`src/rtl/mc_ctrl_if.sv`:
```
// -----------------------------------------------------------------------------
// mc_ctrl_if -- control bundle between the multi-cycle controller and the
// shared MIPS datapath.
//
// Signals:
//   op, funct, zero     datapath -> controller (IR fields and ALU equality)
//   ir_write, pc_write  controller -> datapath register enables
//   pc_src, reg_dst,
//   wd_src, alu_src,
//   alu_op, ext_op      controller -> datapath mux/ALU selects
//   mem_write           controller -> data memory write enable
//   state               current controller state (observability)
//   instr_done          pulse on the last cycle of each legal instruction
//   illegal             pulse when an undecodable instruction is dropped
//   retired             count of retired legal instructions (CNT_W bits)
//
// Modports:
//   master  the controller side (drives enables/selects)
//   slave   the datapath side (drives op/funct/zero)
//
// CNT_W must match the CNT_W of the mc_ctrl instance attached to it.
// -----------------------------------------------------------------------------
interface mc_ctrl_if #(
    parameter int CNT_W = 32
);
    logic [5:0]       op;
    logic [5:0]       funct;
    logic             zero;

    logic             ir_write;
    logic             pc_write;
    logic [1:0]       pc_src;
    logic             reg_write;
    logic [1:0]       reg_dst;
    logic [1:0]       wd_src;
    logic             alu_src;
    logic [1:0]       alu_op;
    logic             ext_op;
    logic             mem_write;
    logic [2:0]       state;
    logic             instr_done;
    logic             illegal;
    logic [CNT_W-1:0] retired;

    modport master (
        input  op, funct, zero,
        output ir_write, pc_write, pc_src, reg_write, reg_dst, wd_src,
               alu_src, alu_op, ext_op, mem_write, state, instr_done,
               illegal, retired
    );

    modport slave (
        output op, funct, zero,
        input  ir_write, pc_write, pc_src, reg_write, reg_dst, wd_src,
               alu_src, alu_op, ext_op, mem_write, state, instr_done,
               illegal, retired
    );
endinterface

```
`src/rtl/mc_ctrl.sv`:
```
// -----------------------------------------------------------------------------
// mc_ctrl -- multi-cycle control unit for the MIPS core.
//
// Sequences one shared datapath (single memory port, single ALU, register
// file, IR, PC) through FETCH -> DECODE -> EXE -> MEM -> WB, taking 2..5
// states per instruction. All enables and selects are combinational from
// the current state, op, funct and zero; the only state is the FSM register,
// the fetch-latency counter and the retired-instruction counter.
//
// Parameters:
//   CNT_W      width of the retired-instruction counter
//   FETCH_CYC  cycles spent in FETCH (memory latency), legal range 1..4
//
// Ports:
//   clk    system clock
//   reset  synchronous, active-high reset
//   bus    mc_ctrl_if.master (IR fields in, enables/selects/status out)
// -----------------------------------------------------------------------------
module mc_ctrl #(
    parameter int CNT_W     = 32,
    parameter int FETCH_CYC = 1
) (
    input  logic        clk,
    input  logic        reset,
    mc_ctrl_if.master   bus
);

    // -------------------------------------------------------------------------
    // Types
    // -------------------------------------------------------------------------
    typedef enum logic [2:0] {
        S_FETCH  = 3'd0,
        S_DECODE = 3'd1,
        S_EXE    = 3'd2,
        S_MEM    = 3'd3,
        S_WB     = 3'd4
    } state_e;

    typedef enum logic [3:0] {
        K_ADDU,
        K_SUBU,
        K_ORI,
        K_LUI,
        K_LW,
        K_SW,
        K_BEQ,
        K_J,
        K_JAL,
        K_JR,
        K_ILL
    } kind_e;

    typedef struct packed {
        logic       ir_write;
        logic       pc_write;
        logic [1:0] pc_src;
        logic       reg_write;
        logic [1:0] reg_dst;
        logic [1:0] wd_src;
        logic       alu_src;
        logic [1:0] alu_op;
        logic       ext_op;
        logic       mem_write;
        logic       instr_done;
        logic       illegal;
    } ctl_t;

    // Select encodings
    localparam logic [1:0] PC_ALU   = 2'd0;
    localparam logic [1:0] PC_BR    = 2'd1;
    localparam logic [1:0] PC_JUMP  = 2'd2;
    localparam logic [1:0] PC_RS    = 2'd3;

    localparam logic [1:0] RD_RT    = 2'd0;
    localparam logic [1:0] RD_RD    = 2'd1;
    localparam logic [1:0] RD_RA    = 2'd2;

    localparam logic [1:0] WD_ALU   = 2'd0;
    localparam logic [1:0] WD_MDR   = 2'd1;
    localparam logic [1:0] WD_PC    = 2'd2;

    localparam logic [1:0] ALU_ADD  = 2'd0;
    localparam logic [1:0] ALU_SUB  = 2'd1;
    localparam logic [1:0] ALU_OR   = 2'd2;
    localparam logic [1:0] ALU_LUI  = 2'd3;

    // Opcodes / functs
    localparam logic [5:0] OP_RTYPE = 6'b000000;
    localparam logic [5:0] OP_ORI   = 6'b001101;
    localparam logic [5:0] OP_LUI   = 6'b001111;
    localparam logic [5:0] OP_LW    = 6'b100011;
    localparam logic [5:0] OP_SW    = 6'b101011;
    localparam logic [5:0] OP_BEQ   = 6'b000100;
    localparam logic [5:0] OP_J     = 6'b000010;
    localparam logic [5:0] OP_JAL   = 6'b000011;
    localparam logic [5:0] FN_ADDU  = 6'b100001;
    localparam logic [5:0] FN_SUBU  = 6'b100011;
    localparam logic [5:0] FN_JR    = 6'b001000;

    // Fetch counter only needs to reach FETCH_CYC-1 <= 3.
    localparam int           FC_W      = 2;
    localparam logic [FC_W-1:0] FC_LAST = FC_W'(FETCH_CYC - 1);

    // -------------------------------------------------------------------------
    // Signals
    // -------------------------------------------------------------------------
    state_e             state_q, state_d;
    logic [FC_W-1:0]    fetch_cnt_q, fetch_cnt_d;
    logic [CNT_W-1:0]   retired_q, retired_d;
    kind_e              kind;
    ctl_t               ctl;
    logic               fetch_last;

    // -------------------------------------------------------------------------
    // Instruction decode from the IR fields
    // -------------------------------------------------------------------------
    always_comb begin
        // NOTE: every signal written in a combinational block gets a default
        // first, so no path through the case statements leaves it unassigned
        // and no latch is inferred.
        kind = K_ILL;
        unique case (bus.op)
            OP_RTYPE: begin
                if (bus.funct == FN_ADDU)      kind = K_ADDU;
                else if (bus.funct == FN_SUBU) kind = K_SUBU;
                else if (bus.funct == FN_JR)   kind = K_JR;
                else                           kind = K_ILL;
            end
            OP_ORI:  kind = K_ORI;
            OP_LUI:  kind = K_LUI;
            OP_LW:   kind = K_LW;
            OP_SW:   kind = K_SW;
            OP_BEQ:  kind = K_BEQ;
            OP_J:    kind = K_J;
            OP_JAL:  kind = K_JAL;
            default: kind = K_ILL;
        endcase
    end

    assign fetch_last = (fetch_cnt_q == FC_LAST);

    // -------------------------------------------------------------------------
    // Next state and per-state outputs
    // -------------------------------------------------------------------------
    always_comb begin
        ctl         = '0;
        state_d     = state_q;
        fetch_cnt_d = '0;

        unique case (state_q)
            S_FETCH: begin
                if (fetch_last) begin
                    ctl.ir_write = 1'b1;
                    ctl.pc_write = 1'b1;
                    ctl.pc_src   = PC_ALU;
                    state_d      = S_DECODE;
                end else begin
                    // Waiting on memory latency; counter clears on exit.
                    fetch_cnt_d  = fetch_cnt_q + FC_W'(1);
                end
            end

            S_DECODE: begin
                unique case (kind)
                    K_ADDU, K_SUBU, K_ORI, K_LUI, K_LW, K_SW, K_BEQ: begin
                        state_d = S_EXE;
                    end
                    K_J: begin
                        ctl.pc_write   = 1'b1;
                        ctl.pc_src     = PC_JUMP;
                        ctl.instr_done = 1'b1;
                        state_d        = S_FETCH;
                    end
                    K_JAL: begin
                        // The PC register already holds PC+4, which is the
                        // link value written to $31 in this same cycle.
                        ctl.pc_write   = 1'b1;
                        ctl.pc_src     = PC_JUMP;
                        ctl.reg_write  = 1'b1;
                        ctl.reg_dst    = RD_RA;
                        ctl.wd_src     = WD_PC;
                        ctl.instr_done = 1'b1;
                        state_d        = S_FETCH;
                    end
                    K_JR: begin
                        ctl.pc_write   = 1'b1;
                        ctl.pc_src     = PC_RS;
                        ctl.instr_done = 1'b1;
                        state_d        = S_FETCH;
                    end
                    default: begin
                        // Undecodable: drop it without touching any state.
                        ctl.illegal = 1'b1;
                        state_d     = S_FETCH;
                    end
                endcase
            end

            S_EXE: begin
                unique case (kind)
                    K_ADDU: begin
                        ctl.alu_op  = ALU_ADD;
                        ctl.alu_src = 1'b0;
                        state_d     = S_WB;
                    end
                    K_SUBU: begin
                        ctl.alu_op  = ALU_SUB;
                        ctl.alu_src = 1'b0;
                        state_d     = S_WB;
                    end
                    K_ORI: begin
                        ctl.alu_op  = ALU_OR;
                        ctl.alu_src = 1'b1;
                        ctl.ext_op  = 1'b0;
                        state_d     = S_WB;
                    end
                    K_LUI: begin
                        ctl.alu_op  = ALU_LUI;
                        ctl.alu_src = 1'b1;
                        state_d     = S_WB;
                    end
                    K_LW, K_SW: begin
                        ctl.alu_op  = ALU_ADD;
                        ctl.alu_src = 1'b1;
                        ctl.ext_op  = 1'b1;
                        state_d     = S_MEM;
                    end
                    K_BEQ: begin
                        // ALU compares rs-rt while the branch target (PC+4 +
                        // offset, sign-extended) is selected for the PC.
                        ctl.alu_op     = ALU_SUB;
                        ctl.alu_src    = 1'b0;
                        ctl.ext_op     = 1'b1;
                        ctl.pc_src     = PC_BR;
                        ctl.pc_write   = bus.zero;
                        ctl.instr_done = 1'b1;
                        state_d        = S_FETCH;
                    end
                    default: state_d = S_FETCH;
                endcase
            end

            S_MEM: begin
                unique case (kind)
                    K_SW: begin
                        ctl.mem_write  = 1'b1;
                        ctl.instr_done = 1'b1;
                        state_d        = S_FETCH;
                    end
                    K_LW: begin
                        // MDR captures every cycle; nothing to enable here.
                        state_d = S_WB;
                    end
                    default: state_d = S_FETCH;
                endcase
            end

            S_WB: begin
                ctl.reg_write  = 1'b1;
                ctl.instr_done = 1'b1;
                state_d        = S_FETCH;
                unique case (kind)
                    K_ADDU, K_SUBU: begin
                        ctl.reg_dst = RD_RD;
                        ctl.wd_src  = WD_ALU;
                    end
                    K_LW: begin
                        ctl.reg_dst = RD_RT;
                        ctl.wd_src  = WD_MDR;
                    end
                    default: begin
                        ctl.reg_dst = RD_RT;
                        ctl.wd_src  = WD_ALU;
                    end
                endcase
            end

            // Unused encodings 5..7 recover to FETCH on the next edge.
            default: state_d = S_FETCH;
        endcase

        // Reset aborts whatever is in flight: no enables, all selects at 0.
        if (reset) begin
            ctl = '0;
        end
    end

    always_comb begin
        retired_d = retired_q;
        if (ctl.instr_done) begin
            retired_d = retired_q + CNT_W'(1);   // wraps, no saturation
        end
    end

    // -------------------------------------------------------------------------
    // State registers
    // -------------------------------------------------------------------------
    always_ff @(posedge clk) begin
        // NOTE: reset here is synchronous -- it is only sampled on the clock
        // edge, so it lives inside the clocked block with no sensitivity to
        // reset itself.
        if (reset) begin
            state_q     <= S_FETCH;
            fetch_cnt_q <= '0;
            retired_q   <= '0;
        end else begin
            // NOTE: sequential state uses non-blocking assignment so every
            // register samples the pre-edge values of the others.
            state_q     <= state_d;
            fetch_cnt_q <= fetch_cnt_d;
            retired_q   <= retired_d;
        end
    end

    // -------------------------------------------------------------------------
    // Outputs
    // -------------------------------------------------------------------------
    assign bus.ir_write   = ctl.ir_write;
    assign bus.pc_write   = ctl.pc_write;
    assign bus.pc_src     = ctl.pc_src;
    assign bus.reg_write  = ctl.reg_write;
    assign bus.reg_dst    = ctl.reg_dst;
    assign bus.wd_src     = ctl.wd_src;
    assign bus.alu_src    = ctl.alu_src;
    assign bus.alu_op     = ctl.alu_op;
    assign bus.ext_op     = ctl.ext_op;
    assign bus.mem_write  = ctl.mem_write;
    assign bus.instr_done = ctl.instr_done;
    assign bus.illegal    = ctl.illegal;
    assign bus.state      = state_q;
    assign bus.retired    = retired_q;

endmodule

```
`src/flat_wrapper.sv`:
```
// flat-port wrapper written by rule: the top's interface ports become plain ports
module mc_ctrl_flat 
#(
    parameter int CNT_W     = 32,
    parameter int FETCH_CYC = 1
)
  (clk, reset, bus_op, bus_funct, bus_zero, bus_ir_write, bus_pc_write, bus_pc_src, bus_reg_write, bus_reg_dst, bus_wd_src, bus_alu_src, bus_alu_op, bus_ext_op, bus_mem_write, bus_state, bus_instr_done, bus_illegal, bus_retired);
  mc_ctrl_if #(.CNT_W(CNT_W)) bus_i ();
  input  logic clk;
  input  logic reset;
  input wire logic [$bits(bus_i.op)-1:0] bus_op;
  input wire logic [$bits(bus_i.funct)-1:0] bus_funct;
  input wire logic [$bits(bus_i.zero)-1:0] bus_zero;
  output wire logic [$bits(bus_i.ir_write)-1:0] bus_ir_write;
  output wire logic [$bits(bus_i.pc_write)-1:0] bus_pc_write;
  output wire logic [$bits(bus_i.pc_src)-1:0] bus_pc_src;
  output wire logic [$bits(bus_i.reg_write)-1:0] bus_reg_write;
  output wire logic [$bits(bus_i.reg_dst)-1:0] bus_reg_dst;
  output wire logic [$bits(bus_i.wd_src)-1:0] bus_wd_src;
  output wire logic [$bits(bus_i.alu_src)-1:0] bus_alu_src;
  output wire logic [$bits(bus_i.alu_op)-1:0] bus_alu_op;
  output wire logic [$bits(bus_i.ext_op)-1:0] bus_ext_op;
  output wire logic [$bits(bus_i.mem_write)-1:0] bus_mem_write;
  output wire logic [$bits(bus_i.state)-1:0] bus_state;
  output wire logic [$bits(bus_i.instr_done)-1:0] bus_instr_done;
  output wire logic [$bits(bus_i.illegal)-1:0] bus_illegal;
  output wire logic [$bits(bus_i.retired)-1:0] bus_retired;
  assign bus_i.op = bus_op;
  assign bus_i.funct = bus_funct;
  assign bus_i.zero = bus_zero;
  assign bus_ir_write = bus_i.ir_write;
  assign bus_pc_write = bus_i.pc_write;
  assign bus_pc_src = bus_i.pc_src;
  assign bus_reg_write = bus_i.reg_write;
  assign bus_reg_dst = bus_i.reg_dst;
  assign bus_wd_src = bus_i.wd_src;
  assign bus_alu_src = bus_i.alu_src;
  assign bus_alu_op = bus_i.alu_op;
  assign bus_ext_op = bus_i.ext_op;
  assign bus_mem_write = bus_i.mem_write;
  assign bus_state = bus_i.state;
  assign bus_instr_done = bus_i.instr_done;
  assign bus_illegal = bus_i.illegal;
  assign bus_retired = bus_i.retired;
  mc_ctrl #(.CNT_W(CNT_W), .FETCH_CYC(FETCH_CYC)) u_core (.clk(clk), .reset(reset), .bus(bus_i));
endmodule
```
`config.mk`:
```
export PLATFORM = sky130hd
export DESIGN_NAME = mc_ctrl_flat
export DESIGN_NICKNAME = d
export VERILOG_FILES = /design/src/rtl/mc_ctrl_if.sv /design/src/rtl/mc_ctrl.sv /design/src/flat_wrapper.sv
export SDC_FILE = /design/constraint.sdc
export NUM_CORES = 1
export LEC_CHECK = 0
export ABC_CLOCK_PERIOD_IN_PS = 3700
export CORE_ASPECT_RATIO = 0.75
export CORE_MARGIN = 2
export CORE_UTILIZATION = 35
export CTS_BUF_LIST = sky130_fd_sc_hd__clkbuf_8
export DETAILED_ROUTE_END_ITERATION = 16
export PLACE_DENSITY = 0.7
export SETUP_SLACK_MARGIN = 0.4
export SLEW_MARGIN = 20
export SYNTH_ARGS = -nofsm -noshare
export SYNTH_HDL_FRONTEND = slang
export SYNTH_SLANG_ARGS = --single-unit
```
`constraint.sdc`:
```
create_clock -name clk -period 3.7 [get_ports clk]
set_clock_uncertainty 0.2 [all_clocks]
set_input_delay 0.74 -clock clk [delete_from_list [all_inputs] [get_ports clk]]
set_output_delay 0.74 -clock clk [all_outputs]
set_load 0.02 [all_outputs]
```
Word level (Yosys, flattened, before mapping) --
Cells that the tools add are included.
Word-level totals: output and inout port bits 51, input port bits 15, flip-flop bits (word level) 37, logic and storage cells 72
Operators by class: equal/unequal tests 24, $add $sub $neg 2, reductions and logical operators 14, bitwise operators 1, mux-type cells 28
Operators with widths (count):
- 32-bit by 1-bit adder with 32-bit output, second input constant | 1
- 4-bit one-hot mux with 8 select lines | 1
- 6-bit == test, second input constant | 4
- 3-bit one-hot mux with 4 select lines | 2
- 6-bit by 4-bit == test with 1-bit output, second input constant | 3
- 3-bit one-hot mux with 2 select lines | 3
- 4-bit by 3-bit == test with 1-bit output, second input constant | 4
- 16-bit two-way mux | 1
- 4-bit two-way mux | 4
- 6-bit by 2-bit == test with 1-bit output, second input constant | 2
- 5-bit one-hot mux with 2 select lines | 1
- 10-bit OR reduction | 1
- 3-bit two-way mux | 3
- 3-bit one-hot mux with 3 select lines | 1
- 3-bit OR reduction | 3
- 4-bit by 2-bit == test with 1-bit output, second input constant | 2
- 4-bit == test, second input constant | 2
- 2-bit OR reduction | 4
- 1-bit two-way mux | 7
- 7-bit OR reduction | 1
- 3-bit by 2-bit == test with 1-bit output, second input constant | 2
- 6-bit by 3-bit == test with 1-bit output, second input constant | 1
- 6-bit zero test | 1
- 2-bit two-way mux | 3
- other kinds (12) | 12

Longest topological paths before layout --
depth after elaboration 10, mapped depth 9, gate-level depth less buffers 7

Worst setup path after synthesis --
Ideal clock, no wire load.
path kind input-to-output, from input port bus_funct[0], to output port bus_wd_src[1], path buffers 1, arrival time 2.577 ns, required time 2.760 ns, setup slack 0.183 ns, stages 8, cells stage by stage or4b_4 a21oi_4 o32a_1 and2_1 and3_1 nand2_1 nor2_1 buf_4
Between the ends: cells in the longest elaborated chain, start to end 9, elaborated cells on any way between the ends 11, classes of those cells eq/ne: 4; mux: 7
Ends and longest elaborated chain:
- start, declared | line flat_wrapper.sv:12 | input wire logic [$bits(bus_i.funct)-1:0] bus_funct;
- 6-bit by 4-bit == test with 1-bit output | line mc_ctrl.sv:126 | else if (bus.funct == FN_JR) kind = K_JR;
- 2-bit two-way mux | line mc_ctrl.sv:126
- 4-bit two-way mux | line mc_ctrl.sv:125 | else if (bus.funct == FN_SUBU) kind = K_SUBU;
- 4-bit two-way mux (*) | line mc_ctrl.sv:124 | if (bus.funct == FN_ADDU) kind = K_ADDU;
- 4-bit one-hot mux with 8 select lines (*) | line mc_ctrl.sv:122 | unique case (bus.op)
- 4-bit == test (*) | line mc_ctrl.sv:164 | unique case (kind)
- 5-bit two-way mux (*) | line mc_ctrl.sv:164
- 5-bit one-hot mux with 2 select lines (*) | line mc_ctrl.sv:150 | unique case (state_q)
- 16-bit two-way mux (*) | line mc_ctrl.sv:283 | if (reset) begin
- end, declared | line flat_wrapper.sv:19 | output wire logic [$bits(bus_i.wd_src)-1:0] bus_wd_src;
Every way passes the cells marked *; elsewhere a longest branch is shown, timed or not.

Worst setup path after layout --
from input port bus_op[5], to output port bus_reg_write
Between the ends: cells in the longest elaborated chain, start to end 6, elaborated cells on any way between the ends 13, classes of those cells eq/ne: 8; mux: 4; reduce/logical: 1
Ends and longest elaborated chain:
- start, declared | line flat_wrapper.sv:11 | input wire logic [$bits(bus_i.op)-1:0] bus_op;
- 6-bit by 2-bit == test with 1-bit output, or another cell as far along | line mc_ctrl.sv:122
- 4-bit one-hot mux with 8 select lines (*) | line mc_ctrl.sv:122
- 4-bit == test (*) | line mc_ctrl.sv:164
- 5-bit two-way mux (*) | line mc_ctrl.sv:164
- 5-bit one-hot mux with 2 select lines (*) | line mc_ctrl.sv:150
- 16-bit two-way mux (*) | line mc_ctrl.sv:283
- end, declared | line flat_wrapper.sv:17 | output wire logic [$bits(bus_i.reg_write)-1:0] bus_reg_write;
Marked as above.

==> qor.csv <==
stage,metric,value,unit
setup_path,worstSetupPathType,primary input to primary output,
placement,portBuffers,65,
final_layout,diodes,0,
detailed_routing,drt_first_pass_iters,4,
yosys,yosysTopAreaCell,dfxtp_1,
setup_path,cp-start-kind,primary input,
yosys,netlist_instances,306,
yosys,synth_top_area_share,30.25,%
final_layout,nets,421,
clock_tree,cts_inserted_buffers,5,
detailed_routing,drt_iter0_drc,126,
die,start_util,36.01,%
timing,tightest_slew,0.5845,ns
grt,grt_pass1_vias,2474,
power,peakVddDrop,0.1438,mV
die,dieArea,7688,um^2
yosys,synth-edff-count,0,
timing,rsz0062_at_grt,yes,
yosys,synth_compound_area_share,25.86,%
timing,finalCriticalPeriod,3.432,ns
power,p_comb_share,16.7,%
grt,antenna_found_initial,0,
power,power.switching,0.2198,mW
job,cap_violations,0,
detailed_routing,vias,2619,
yosys,ys_seq_area_share,30.25,%
power,cellLeakagePower,1.268,nW
placement,gp_congestion,0.8876,
final_layout,nFillCells,626,
die,ioPinCount,66,
yosys,yosys.area_share.simple,30.66,%
power,intPower,0.6372,mW
setup_path,timing.critical_path.fanout_max,3,
outcome,status,"finished, final reports clean",
final_layout,mostFrequentLayoutCell,buf_4,
yosys,synth-xor-area-share,5.723,%
clock_tree,htree_levels,2,
yosys,synthFlopType,dfxtp_1,
yosys,yosys_warnings,0,
yosys,yosys-top-cells-area,"dfxtp_1, xnor2_1, a21oi_1",
yosys,synth_adder_area_share,1.022,%
timing,timing.final.hold_violations,0,
timing,finalMaxSlewViolations,0,
grt,grt_max_degree,46,
yosys,yosys_register_bits,37,
yosys,yosysUniqueCellTypes,61,
power,power.density,230.5,nW/um^2
timing,setup_violations,0,
clock_tree,postCtsHoldBufs,0,
timing,fin_crit_sh,92.74,%
detailed_routing,wire_per_inst,14.62,um
power,p_seq_share,47.1,%
timing,fmax,0.2914,GHz
yosys,synth_top_family_by_area,simple AND/OR/NAND/NOR gates,
detailed_routing,viasPerCell,5.356,
power,switching_share,25.65,%
final_layout,utilization,54.69,%
die,row_count,26,
final_layout,drive_gt1_share,31.60,%
setup_path,endpoint_kind,primary output,
timing,tns,0,ns
clock_tree,clkTransAtPathRegs,0.07,ns
yosys,muxShareOfSynthArea,0.4599,%
timing,max_slew_margin,60.94,%
die,coreArea,6799,um^2
detailed_routing,drtAntennaViolNets,0,
detailed_routing,route.detailed.drc,0,
final_layout,area_delta_synth_final,51.87,%
power,clockPowerShare,36.2,%
grt,grt_overflow,0,
worst_hold_path,hp-class,flip-flop to flip-flop,
clock_tree,cts_num_sinks,37,
placement,hpwl,4951,um
detailed_routing,routed_wl,7150,um
grt,grt_pass1_wl,11630,um
clock_tree,clk_latency,0.29,ns
yosys,syn_nets,323,
yosys,synth.avg_cell_area,8.002,um^2
die,die_h,76.44,um
clock_tree,cts_root_buffer,clkbuf_8,
setup_path,required,2.76,ns
yosys,netlist_area,2449,um^2
grt,grt_usage,18.22,%
clock_tree,cts_buffer_depth,2,
setup_path,critPathArrivalTime,2.49,ns
final_layout,mostFrequentLayoutCells,"buf_4, clkdlybuf4s50_1, dfxtp_1",
clock_tree,cts_tree,yes,
die,die_x,100.6,um
yosys,async_reset_ff_share,0,%
registers in the layout (all words and copies together) (netlist names):
register            cells
u_core.bus.retired     32
u_core.bus.state        3
u_core.fetch_cnt_q      2
cell type report:
class                      count  area [um^2]  share of cell area, %
multi-input combinational    236         1723                  46.33
timing repair buffer         114         1011                  27.19
sequential                    37        740.7                  19.92
tap                           84        105.1                  2.826
clock buffer                   7        96.34                  2.591
inverter                      10        37.54                  1.009
clock inverter                 1        5.005                 0.1346
repair_timing:
item / CTS / global route
setup buffers: 10 / 1
endpoints found under the setup margin: 33 / 14
resized for setup: 141 / 27
pin swaps: 23 / 16
final timing paths:
path | cells past startpoint | to | slack (ns) | start
max reg2reg | 8 | u_core.bus.retired[27]$_SDFFE_PP0P_ | 0.76 | u_core.bus.retired[3]$_SDFFE_PP0P_
max | 10 | bus_reg_write | 0.27 | bus_op[5]
min reg2reg | 1 | u_core.fetch_cnt_q[0]$_SDFF_PP0_ | 0.22 | u_core.fetch_cnt_q[0]$_SDFF_PP0_
min | 1 | u_core.fetch_cnt_q[0]$_SDFF_PP0_ | 0.22 | u_core.fetch_cnt_q[0]$_SDFF_PP0_
power by group through the flow:
stage	clock (mW)	combinational, mW	sequential [mW]
after floorplan	0	0.0633	0.412
after global placement	0	0.116	0.412
after detailed placement	0	0.118	0.412
after CTS	0.319	0.129	0.403
after global routing	0.335	0.152	0.404
final	0.311	0.143	0.403
metal layers:
metal | vias up | GRT usage, % | share of wire [%]
met4 | 0 | 3.973 | 0.78
li1 | 1329 | - | -
met3 | 7 | 4.128 | 3.9
met2 | 49 | 27.73 | 45
met1 | 1234 | 26.15 | 51
met5 | - | 0 | 0
per-stage QoR:
| stage | cells | cell area [um^2] | setup WS, ns | power, mW | hold slack (ns) |
|---|---|---|---|---|---|
| final | 489 | 3719 | 0.2685 | 0.8570 | 0.2236 |
| after global routing | 489 | 3719 | 0.2091 | 0.8911 | 0.2470 |
| after CTS | 488 | 3602 | 0.2852 | 0.8512 | 0.2279 |
| after detailed placement | 470 | 3406 | -0.5939 | 0.5305 | 0.2174 |
| after global placement | 470 | 3406 | -0.5593 | 0.5287 | 0.2062 |
| after floorplan | 306 | 2476 | 0.2984 | 0.4750 | 0.1990 |
cells by family (layout without fill, tap and decap cells):
kind of cell,Yosys count,after routing
mux,1,1
simple gates,139,139
compound gates,78,78
buf+inv,33,132
flops,37,37
fa+ha+maj,2,2
xor+xnor,16,16
critical path, cell delays in order:
cell and delay [ns]:
buf_2 0.13, or3_4 0.36, a21o_1 0.20, a211oi_2 0.25, and2_4 0.20, buf_6 0.09, and3_4 0.20, nand2_4 0.06
a21oi_2 0.11, buf_4 0.15
cell usage after synthesis (all sizes together), types with 2 or more instances:
master	count
nand4b	6
or2	3
o31ai	8
ha	2
a211o	2
o21ai	7
nor3b	2
a21o	2
dfxtp	37
nand3	13
and3	6
nand2	31
or4	7
nor3	4
buf	9
nand2b	5
a211oi	8
nor4	5
nor2	35
a21oi	27
inv	10
clkbuf	14
xnor2	15
a32o	3
or3	6
a2111oi	8
nor2b	3
and2	4
nand4	6
Power figures use the tool's default switching activity.
